<file path="config.mk">
export PLATFORM = sky130hd
export DESIGN_NAME = dma_bus_master_flat
export DESIGN_NICKNAME = d
export VERILOG_FILES = /design/src/rtl/dma_bus_if.sv /design/src/rtl/dma_bus_master.sv /design/src/flat_wrapper.sv
export SDC_FILE = /design/constraint.sdc
export NUM_CORES = 1
export LEC_CHECK = 0
export ABC_CLOCK_PERIOD_IN_PS = 5410
export BUFFER_PORTS_ARGS = -buffer_cell sky130_fd_sc_hd__buf_2
export CAP_MARGIN = 15
export CORE_ASPECT_RATIO = 1.75
export CORE_MARGIN = 2
export CORE_UTILIZATION = 45
export CTS_CLUSTER_DIAMETER = 50
export DETAILED_ROUTE_END_ITERATION = 10
export PLACE_DENSITY = 0.77
export SETUP_SLACK_MARGIN = 0.02
export SLEW_MARGIN = 40
export SYNTH_ARGS = -nofsm -noshare
export SYNTH_HDL_FRONTEND = slang
export SYNTH_SLANG_ARGS = --single-unit
</file>
<file path="constraint.sdc">
create_clock -name clock -period 5.41 [get_ports clock]
set_input_delay 0.2705 -clock clock [delete_from_list [all_inputs] [get_ports clock]]
set_output_delay 0.2705 -clock clock [all_outputs]
set_load 0.01 [all_outputs]
</file>
<file path="src/rtl/dma_bus_if.sv">
// dma_bus_if: shared-bus signal bundle between a DMA bus master and the bus slave/arbiter side
interface dma_bus_if;
    logic        request;
    logic        granted;
    logic        begin_trans_out;
    logic [31:0] addr_data_out;
    logic [7:0]  burst_size_out;
    logic        read_n_write;
    logic        data_valid_out;
    logic        end_trans_out;
    logic [31:0] addr_data_in;
    logic        data_valid_in;
    logic        busy_in;
    logic        end_trans_in;
    logic        error_in;
    modport master (
        output request, begin_trans_out, addr_data_out, burst_size_out,
               read_n_write, data_valid_out, end_trans_out,
        input  granted, addr_data_in, data_valid_in, busy_in, end_trans_in, error_in
    );
    modport slave (
        input  request, begin_trans_out, addr_data_out, burst_size_out,
               read_n_write, data_valid_out, end_trans_out,
        output granted, addr_data_in, data_valid_in, busy_in, end_trans_in, error_in
    );
endinterface

</file>
<file path="src/rtl/dma_bus_master.sv">
// dma_bus_master: moves a block of words in bursts between the shared bus and local CI memory
module dma_bus_master #(
    parameter int MEM_AW = 9
) (
    input  logic              clock,
    input  logic              reset,
    input  logic              start,
    input  logic              dir,
    input  logic [31:0]       bus_start_addr,
    input  logic [MEM_AW-1:0] mem_start_addr,
    input  logic [9:0]        block_size,
    input  logic [7:0]        burst_size,
    output logic              busy,
    output logic              done,
    output logic              error,
    output logic [MEM_AW-1:0] mem_addr,
    output logic              mem_we,
    output logic [31:0]       mem_wdata,
    input  logic [31:0]       mem_rdata,
    dma_bus_if.master         bus
);
    typedef enum logic [3:0] {IDLE, REQ, BEGIN, RD_DATA, WR_FETCH, WR_DATA, WR_END, NEXT, DONE} state_t;
    state_t            state_q, state_d;
    logic              dir_q, error_q, fresh_q, accept, abort;
    logic [31:0]       bus_addr_q, hold_q, word;
    logic [MEM_AW-1:0] ptr_q, ptr_inc;
    logic [9:0]        remaining_q, cnt_q, burst_words, n;
    logic [7:0]        burst_q;
    assign burst_words = {2'b00, burst_q} + 10'd1;
    assign n           = burst_words < remaining_q ? burst_words : remaining_q;
    assign ptr_inc     = ptr_q + MEM_AW'(1);
    // fresh_q: memory output still holds the word read last cycle; otherwise it was captured on a stall
    assign word        = fresh_q ? mem_rdata : hold_q;
    assign accept      = state_q == WR_DATA && !bus.busy_in;
    assign abort       = bus.error_in && state_q != IDLE && state_q != DONE;
    assign busy        = state_q != IDLE;
    assign done        = state_q == DONE;
    assign error       = error_q;
    // state register
    always_ff @(posedge clock) begin
        if (reset) state_q <= IDLE;
        else       state_q <= state_d;
    end
    // next state and bus/memory outputs; a bus error overrides everything and aborts
    always_comb begin
        state_d             = state_q;
        bus.request         = 1'b0;
        bus.begin_trans_out = 1'b0;
        bus.addr_data_out   = '0;
        bus.burst_size_out  = '0;
        bus.read_n_write    = 1'b0;
        bus.data_valid_out  = 1'b0;
        bus.end_trans_out   = 1'b0;
        mem_addr            = '0;
        mem_we              = 1'b0;
        mem_wdata           = '0;
        case (state_q)
            IDLE: if (start) state_d = block_size == 10'd0 ? DONE : REQ;
            REQ: begin
                bus.request = 1'b1;
                if (bus.granted) state_d = BEGIN;
            end
            BEGIN: begin
                bus.request         = 1'b1;
                bus.begin_trans_out = 1'b1;
                bus.addr_data_out   = bus_addr_q;
                bus.burst_size_out  = 8'(n - 10'd1);
                bus.read_n_write    = ~dir_q;
                state_d             = dir_q ? WR_FETCH : RD_DATA;
            end
            RD_DATA: begin
                bus.request = 1'b1;
                mem_we      = bus.data_valid_in;
                mem_addr    = ptr_q;
                mem_wdata   = bus.addr_data_in;
                if (bus.end_trans_in) state_d = NEXT;
            end
            WR_FETCH: begin
                bus.request = 1'b1;
                mem_addr    = ptr_q;
                state_d     = WR_DATA;
            end
            WR_DATA: begin
                bus.request        = 1'b1;
                bus.data_valid_out = 1'b1;
                bus.addr_data_out  = word;
                mem_addr           = ptr_inc;
                if (accept && cnt_q + 10'd1 == n) state_d = WR_END;
            end
            WR_END: begin
                bus.request       = 1'b1;
                bus.end_trans_out = 1'b1;
                state_d           = NEXT;
            end
            NEXT: state_d = remaining_q == n ? DONE : REQ;
            DONE: state_d = IDLE;
            default: state_d = IDLE;
        endcase
        if (abort) begin
            state_d             = DONE;
            bus.request         = 1'b0;
            bus.begin_trans_out = 1'b0;
            bus.addr_data_out   = '0;
            bus.burst_size_out  = '0;
            bus.read_n_write    = 1'b0;
            bus.data_valid_out  = 1'b0;
            bus.end_trans_out   = state_q == WR_DATA;
            mem_we              = 1'b0;
        end
    end
    // transfer configuration, pointers, burst progress and sticky error
    always_ff @(posedge clock) begin
        if (reset) begin
            dir_q       <= 1'b0;
            error_q     <= 1'b0;
            fresh_q     <= 1'b0;
            bus_addr_q  <= '0;
            hold_q      <= '0;
            ptr_q       <= '0;
            remaining_q <= '0;
            cnt_q       <= '0;
            burst_q     <= '0;
        end else if (abort) begin
            error_q <= 1'b1;
        end else begin
            if (state_q == IDLE && start) begin
                dir_q       <= dir;
                error_q     <= 1'b0;
                bus_addr_q  <= bus_start_addr & ~32'd3;
                ptr_q       <= mem_start_addr;
                remaining_q <= block_size;
                burst_q     <= burst_size;
            end
            if (state_q == BEGIN) cnt_q <= '0;
            if (state_q == RD_DATA && bus.data_valid_in) ptr_q <= ptr_inc;
            if (state_q == WR_FETCH) fresh_q <= 1'b1;
            if (state_q == WR_DATA) begin
                if (accept) begin
                    ptr_q   <= ptr_inc;
                    cnt_q   <= cnt_q + 10'd1;
                    fresh_q <= 1'b1;
                end else begin
                    hold_q  <= word;
                    fresh_q <= 1'b0;
                end
            end
            if (state_q == NEXT) begin
                bus_addr_q  <= bus_addr_q + {20'd0, n, 2'b00};
                remaining_q <= remaining_q - n;
            end
        end
    end
endmodule

</file>
<file path="src/flat_wrapper.sv">
// flat-port wrapper written by rule: the top's interface ports become plain ports
module dma_bus_master_flat 
#(
    parameter int MEM_AW = 9
)
  (clock, reset, start, dir, bus_start_addr, mem_start_addr, block_size, burst_size, busy, done, error, mem_addr, mem_we, mem_wdata, mem_rdata, bus_request, bus_begin_trans_out, bus_addr_data_out, bus_burst_size_out, bus_read_n_write, bus_data_valid_out, bus_end_trans_out, bus_granted, bus_addr_data_in, bus_data_valid_in, bus_busy_in, bus_end_trans_in, bus_error_in);
  dma_bus_if bus_i ();
  input  logic clock;
  input  logic reset;
  input  logic start;
  input  logic dir;
  input  logic [31:0] bus_start_addr;
  input  logic [MEM_AW-1:0] mem_start_addr;
  input  logic [9:0] block_size;
  input  logic [7:0] burst_size;
  output logic busy;
  output logic done;
  output logic error;
  output logic [MEM_AW-1:0] mem_addr;
  output logic mem_we;
  output logic [31:0] mem_wdata;
  input  logic [31:0] mem_rdata;
  output wire logic [$bits(bus_i.request)-1:0] bus_request;
  output wire logic [$bits(bus_i.begin_trans_out)-1:0] bus_begin_trans_out;
  output wire logic [$bits(bus_i.addr_data_out)-1:0] bus_addr_data_out;
  output wire logic [$bits(bus_i.burst_size_out)-1:0] bus_burst_size_out;
  output wire logic [$bits(bus_i.read_n_write)-1:0] bus_read_n_write;
  output wire logic [$bits(bus_i.data_valid_out)-1:0] bus_data_valid_out;
  output wire logic [$bits(bus_i.end_trans_out)-1:0] bus_end_trans_out;
  input wire logic [$bits(bus_i.granted)-1:0] bus_granted;
  input wire logic [$bits(bus_i.addr_data_in)-1:0] bus_addr_data_in;
  input wire logic [$bits(bus_i.data_valid_in)-1:0] bus_data_valid_in;
  input wire logic [$bits(bus_i.busy_in)-1:0] bus_busy_in;
  input wire logic [$bits(bus_i.end_trans_in)-1:0] bus_end_trans_in;
  input wire logic [$bits(bus_i.error_in)-1:0] bus_error_in;
  assign bus_request = bus_i.request;
  assign bus_begin_trans_out = bus_i.begin_trans_out;
  assign bus_addr_data_out = bus_i.addr_data_out;
  assign bus_burst_size_out = bus_i.burst_size_out;
  assign bus_read_n_write = bus_i.read_n_write;
  assign bus_data_valid_out = bus_i.data_valid_out;
  assign bus_end_trans_out = bus_i.end_trans_out;
  assign bus_i.granted = bus_granted;
  assign bus_i.addr_data_in = bus_addr_data_in;
  assign bus_i.data_valid_in = bus_data_valid_in;
  assign bus_i.busy_in = bus_busy_in;
  assign bus_i.end_trans_in = bus_end_trans_in;
  assign bus_i.error_in = bus_error_in;
  dma_bus_master #(.MEM_AW(MEM_AW)) u_core (.clock(clock), .reset(reset), .start(start), .dir(dir), .bus_start_addr(bus_start_addr), .mem_start_addr(mem_start_addr), .block_size(block_size), .burst_size(burst_size), .busy(busy), .done(done), .error(error), .mem_addr(mem_addr), .mem_we(mem_we), .mem_wdata(mem_wdata), .mem_rdata(mem_rdata), .bus(bus_i));
endmodule
</file>
==> run summary, run 1 <==
Post-placement cell area -> 9090 µm²
FP Rows -> 63
Vias in the first global route -> 8161
Crit path DAT -> 5250 ps
Core Area -> 16900 µm²
Fin Clk Skew -> 13.9 ps
CP required -> 5680 ps
TritonCTS clock tree -> done
Avg Inst Size Synth -> 7.23 µm²
Switching part of the total -> 42.4%
Post-route clock period utilization -> 92.0%
Worst setup margin -> 432 ps
Overflow after GRT -> 0
Worst slew margin -> 48.1%
Hold Path Class -> in2reg
Routed WL -> 24.9 mm
Netlist Area Pre-Place -> 7770 µm²
Die X-Extent -> 103 µm
Largest net degree at the start of global routing -> 86
CP startpoint kind -> flop
Final setup viols -> 0
Port buffer count -> 219
Post-synthesis cell type count -> 73
FILL cells -> 1630
GRT Total Usage -> 26.9%
Fin Setup TNS -> 0 ps
Psw -> 1.39 mW
Layout cells sized above 1 -> 22.8%
Logic pwr share -> 47.5%
Final non-filler cell area -> 9430 µm²
Worst-path fanout max -> 6
Max-cap violation count -> 0
Main synth FF type -> dfxtp_1
Vias/cell -> 5.75
Critical path type -> reg2reg
Post-synth EDFFs -> 0
Dpl hpwl -> 18.3 mm
Reg power frac -> 31.2%
Mapped Cells -> 1074
Initial antenna violation count -> 0
M3 GR Usage -> 2.91%
First-pass GRT wire length -> 39.5 mm
Area grow syn2layout -> 21.4%
Pleak -> 4.00 nW
Starting Density -> 45.8%
H-tree Lvls -> 3
Asr flop ratio synth -> 0%
Synth Register Bits -> 106
Largest cells by area after synthesis -> dfxtp_1 27%, nand2_1 8.8%, a21oi_1 5.8%
Yosys top cell area share -> 27.3%
Outcome -> finished, final reports clean
Clock Tree Buf Depth -> 2
DR DRC count -> 0
Antenna viol nets, final -> 0
Final min period -> 4980 ps
CTS Buf Count -> 9
Clock Pin Slew Worst Setup and Hold Paths -> 90 ps
CTS Hold Bufs -> 0
Yosys warning total -> 0
Cell Pwr Density -> 347 nW/µm²
Root Buffer -> clkbuf_16
Clk_lat worst skew -> 370 ps
Initial DRC Count -> 509
Die Height -> 178 µm
VDD IR-drop max -> 0.000162 V
Fin. max-slew vios -> 0
Post-synth top area cell -> dfxtp_1
GRT met2 Usage -> 47.6%
Syn Nets -> 1239
First-pass DRT Iterations -> 5
P_int -> 1.89 mW
DIE AREA -> 18400 µm²
Utilization after layout -> 55.7%
Unrepaired setup endpoints after global routing -> false
# nets final -> 1430
Worst-Margin Slew -> 777 ps
Hold Vio Cnt, Final -> 0
Wire per inst -> 16.6 µm
Clock Power Share -> 21.3%
Total number of vias -> 8616
Clock Sinks -> 106
Most Used Layer, Global Route -> met2
Met1 track utilization from global routing -> 31.2%
Post-Place Setup Slack -> 352 ps
I/O pin total -> 222
Fmax -> 201 MHz
Sequential fraction of the synthesis area -> 27.3%
CP Capture Type -> flop
Gpl congestion -> 0.929
[what timing repair did]
| item | 4_1_cts | 5_1_grt |
|---|---|---|
| resized for setup | 0 | 1 |
| endpoints found under the hold margin | 0 | 0 |
| endpoints found under the setup margin | 0 | 10 |
| buffers inserted | 0 | 2 |
[final cells by class]
| cell class | count | area (µm²) | share of cell area, % |
|---|---|---|---|
| Multi-Input combinational cell | 861 | 5250 | 55.6 |
| Clock buffer | 10 | 239 | 2.53 |
| Sequential cell | 106 | 2120 | 22.5 |
| Antenna cell | 1 | 2.50 | 0.0265 |
| Timing Repair Buffer | 249 | 1330 | 14.0 |
| Tap cell | 227 | 284 | 3.01 |
| Clock inverter | 6 | 70.1 | 0.743 |
| Inverter | 38 | 143 | 1.51 |
[synthesized netlist by cell type, drive strengths merged (3+ instances only)]
| master | count |
|---|---|
| mux2i | 43 |
| buf | 12 |
| a2111oi | 4 |
| o21a | 3 |
| and3 | 20 |
| nor3 | 30 |
| nor3b | 3 |
| ha | 31 |
| a311o | 3 |
| o211ai | 7 |
| a21o | 5 |
| or4 | 5 |
| or3 | 8 |
| xnor2 | 23 |
| a31oi | 9 |
| inv | 38 |
| or2 | 5 |
| o31ai | 10 |
| clkbuf | 57 |
| nand3b | 4 |
| nand2 | 182 |
| a311oi | 22 |
| nand3 | 35 |
| nor2b | 10 |
| o22ai | 6 |
| nand4 | 12 |
| a211oi | 16 |
| a21oi | 90 |
| nor4 | 13 |
| dfxtp | 106 |
| o21ai | 78 |
| nand2b | 8 |
| nor2 | 87 |
| a221oi | 6 |
| and2 | 39 |
| xor2 | 13 |
[cell families after synthesis]
kind of cell	Yosys count	synth area share [%]
buffers and inverters	107	5.43
AND/OR/NAND/NOR	465	28.5
flip-flops	106	27.3
other	1	0.0483
multiplexers	43	5.80
XOR/XNOR	36	4.16
AO/OA/AOI/OAI	283	23.2
adder cells (fa/ha/maj)	33	5.51
[stage by stage]
stage | std cells | hold WS, ps | power (mW)
after floorplan | 1074 | 361 | 2.10
after global placement | 1479 | 440 | 2.52
after detailed placement | 1479 | 446 | 2.55
after CTS | 1495 | 136 | 3.25
after global routing | 1497 | 143 | 3.50
final | 1498 | 128 | 3.28
[placed cells by master (no fill, tap or decap), types with 7 or more instances in the layout]
cell type and n:
a211oi_1 15, a21oi_1 89, a311oi_1 22, a31oi_1 9, and2_1 38, and3_1 19, buf_2 219, buf_4 29
clkbuf_16 9, dfxtp_1 105, ha_1 31, inv_1 38, mux2i_1 40, nand2_1 182, nand2b_1 8, nand3_1 33
nand4_1 11, nor2_1 86, nor2b_1 10, nor3_1 28, nor4_1 13, o211ai_1 7, o21ai_0 76, o31ai_1 9
or3_1 8, xnor2_1 22, xor2_1 13
[routing by layer]
layer	part of all wire (%)	up-vias	wire length [µm]
met3	5.7	85	1420
met2	52	363	12900
met5	0	-	0
met1	38	3952	9420
met4	4.6	0	1130
li1	-	4216	-
[worst max-delay path, stage by stage, from the launching register on]
cell and delay [ps]:
dfxtp_1 440, nand4_1 200, or4_1 500, nand2_1 120, ha_1 140, a21o_1 150
a21oi_1 110, a221oi_4 400, mux2i_1 340, ha_1 220, inv_1 60, fa_1 380
nor2b_1 170, o21ai_0 110, a21oi_1 230, o21ai_1 150, a21oi_1 300, a311o_1 430
a311oi_1 140, a211oi_1 280
[path summary, 6_finish.rpt]
| kind | depth (start not counted) | slack [ps] | end | startpoint |
|---|---|---|---|---|
| setup / recovery | 19 | 430 | u_core.bus_addr_q[28] | u_core.burst_q[2] |
| hold / removal | 2 | 130 | u_core.error | reset |
| setup reg to reg | 19 | 430 | u_core.bus_addr_q[28] | u_core.burst_q[2] |
| hold reg to reg | 2 | 460 | u_core.hold_q[10] | u_core.hold_q[10] |
[state kept, by name (all words and copies together), names as in the netlist]
register and count:
u_core.hold_q 32, u_core.remaining_q 10, u_core.bus_addr_q 30, u_core.dir_q 1
u_core.burst_q 8, u_core.fresh_q 1, u_core.error 1, u_core.state_q 4
u_core.cnt_q 10, u_core.ptr_q 9
[power by group through the flow]
stage / Combinational [mW] / Sequential (mW) / Clock, mW
6_report: 1.56 / 1.02 / 0.697
5_1_grt: 1.73 / 1.04 / 0.732
4_1_cts: 1.53 / 1.02 / 0.701
3_5_place_dp: 1.51 / 1.03 / 0
3_3_place_gp: 1.49 / 1.03 / 0
2_1_floorplan: 1.11 / 0.986 / 0
(Power assumes the default switching activity.)
==> inputs of run 2 (changes only) <==
CELL_PAD_IN_SITES_DETAIL_PLACEMENT = 0   (was not set)
CELL_PAD_IN_SITES_GLOBAL_PLACEMENT = 1   (was not set)
CORE_UTILIZATION = 38   (was 45)
PLACE_DENSITY = 0.88   (was 0.77)
==> run 2 against run 1 <==
Net effect: hold slack better by 18 ps; design area up 0.20%; combinational power about the same.
==> run summary, run 2 (synthesis gave the netlist of run 1 again) <==
Clk_lat worst skew -> 360 ps
Fin. max-slew vios -> 0
Max-cap violation count -> 0
Clock Tree Buf Depth -> 2
DIE AREA -> 21600 µm²
Fin Clk Skew -> 12.8 ps
First-pass DRT Iterations -> 4
First-pass GRT wire length -> 40.3 mm
Root Buffer -> clkbuf_16
Critical path type -> reg2reg
Final hold slack -> 146 ps
Final min period -> 4980 ps
Overall Power -> 3.24 mW
Biggest regs -> u_core.hold_q: 32 flops, u_core.bus_addr_q: 30 flops
Overflow after GRT -> 0
Largest net degree at the start of global routing -> 69
Gpl congestion -> 0.885
Most common cell after layout, fill and taps aside -> buf_2
GRT Total Usage -> 22.7%
Die X-Extent -> 112 µm
Top reg by flops -> u_core.hold_q
Final std cells w/o fill -> 1518
Placed Instances -> 1499
Crit path DAT -> 5270 ps
Hold Vio Cnt, Final -> 0
FILL cells -> 2116
Commonest non-fill, non-tap cells in the layout -> 219 x buf_2, 182 x nand2_1, 105 x dfxtp_1, 89 x a21oi_1, 86 x nor2_1
CP startpoint kind -> flop
Worst-Margin Slew -> 794 ps
Area grow syn2layout -> 21.7%
Starting Density -> 38.4%
Dpl hpwl -> 19.1 mm
# nets final -> 1429
Utilization after layout -> 46.8%
VDD IR-drop max -> 0.000226 V
Fin Setup TNS -> 0 ps
Total number of vias -> 8465
Pleak -> 3.99 nW
Layout cells sized above 1 -> 22.9%
Routed WL -> 25.2 mm
Port buffer count -> 219
Clock Sinks -> 106
Register area -> 2130 µm²
Clock Pin Slew Worst Setup and Hold Paths -> 80 ps
Max FFs per register -> 32
Vias/cell -> 5.58
Die Height -> 193 µm
Worst slew margin -> 47.1%
I/O pin total -> 222
Worst-path fanout max -> 6
Core Area -> 20200 µm²
Initial antenna violation count -> 1
Area occupied by multi-input gates -> 5250 µm²
CTS Hold Bufs -> 0
Post-route clock period utilization -> 92.1%
Outcome -> finished, final reports clean
Unrepaired setup endpoints after global routing -> false
H-tree Lvls -> 3
CTS Buf Count -> 9
Final setup viols -> 0
Hold Path Class -> in2reg
Fmax -> 201 MHz
Wire per inst -> 16.6 µm
Cell Pwr Density -> 343 nW/µm²
Vias in the first global route -> 8128
TritonCTS clock tree -> done
DR DRC count -> 0
CP required -> 5700 ps
CP Capture Type -> flop
Antenna viol nets, final -> 0
Initial DRC Count -> 365
FP Rows -> 69
## run 2: cell types whose count changed in the layout (fill, tap and decap cells not counted), sizes merged
cell  change
buf       -1
## run 2: final cells by class
cell class / count / area share [%]
diodes: 1 / 0.0265
well taps: 248 / 3.28
clock inverters: 6 / 0.583
repair buffers: 248 / 13.9
multi-input cells: 861 / 55.6
flip-flops and latches: 106 / 22.5
inverters: 38 / 1.51
clock buffers: 10 / 2.65
## run 2: power by group
part	switching (mW)	total (mW)	leakage (nW)	internal (mW)
registers	0.149	1.03	0.866	0.883
clock network	0.330	0.680	0.151	0.350
logic	0.873	1.53	2.97	0.659
## run 2: worst paths after layout
check	endpoint	from	cells past startpoint	slack, ps
setup reg to reg	u_core.bus_addr_q[12]	u_core.burst_q[2]	20	430
hold reg to reg	u_core.hold_q[26]	u_core.hold_q[26]	2	450
setup / recovery	u_core.bus_addr_q[12]	u_core.burst_q[2]	20	430
hold / removal	u_core.burst_q[2]	burst_size[2]	3	150
## run 2: timing repair
| item | CTS | global route |
|---|---|---|
| resized for setup | 0 | 1 |
| buffers inserted | 0 | 2 |
| endpoints found under the hold margin | 0 | 0 |
| setup endpoints to repair | 0 | 5 |
## run 2: stage by stage
| stage | setup WS (ps) | area (µm²) |
|---|---|---|
| 6_report | 427 | 9450 |
| 5_1_grt | 81.8 | 9450 |
| 4_1_cts | 302 | 9430 |
| 3_5_place_dp | 346 | 9120 |
| 3_3_place_gp | 479 | 9100 |
| 2_1_floorplan | 575 | 7770 |
## run 2: per-layer routing
layer	GRT usage, %	vias to the layer above	share of wire, %
met4	10.8	0	4.0
met2	42.1	262	52
met1	25.4	3943	39
met3	3.09	55	4.7
li1	-	4205	-
met5	0	-	0
## run 2: worst max-delay path, stage by stage (launching register included)
cell      delay (ps)
dfxtp_1          440
nand4_1          200
or4_1            500
nand2_1          140
ha_1             160
a21o_1           150
a21oi_1          110
a221oi_4         410
mux2i_1          340
ha_1             220
inv_1             60
fa_1             380
nor2b_1          170
o21ai_0          120
a21oi_1          210
o21ai_1          140
a21oi_1          320
a311oi_1         140
buf_4            170
or4_1            390
a31oi_1          140
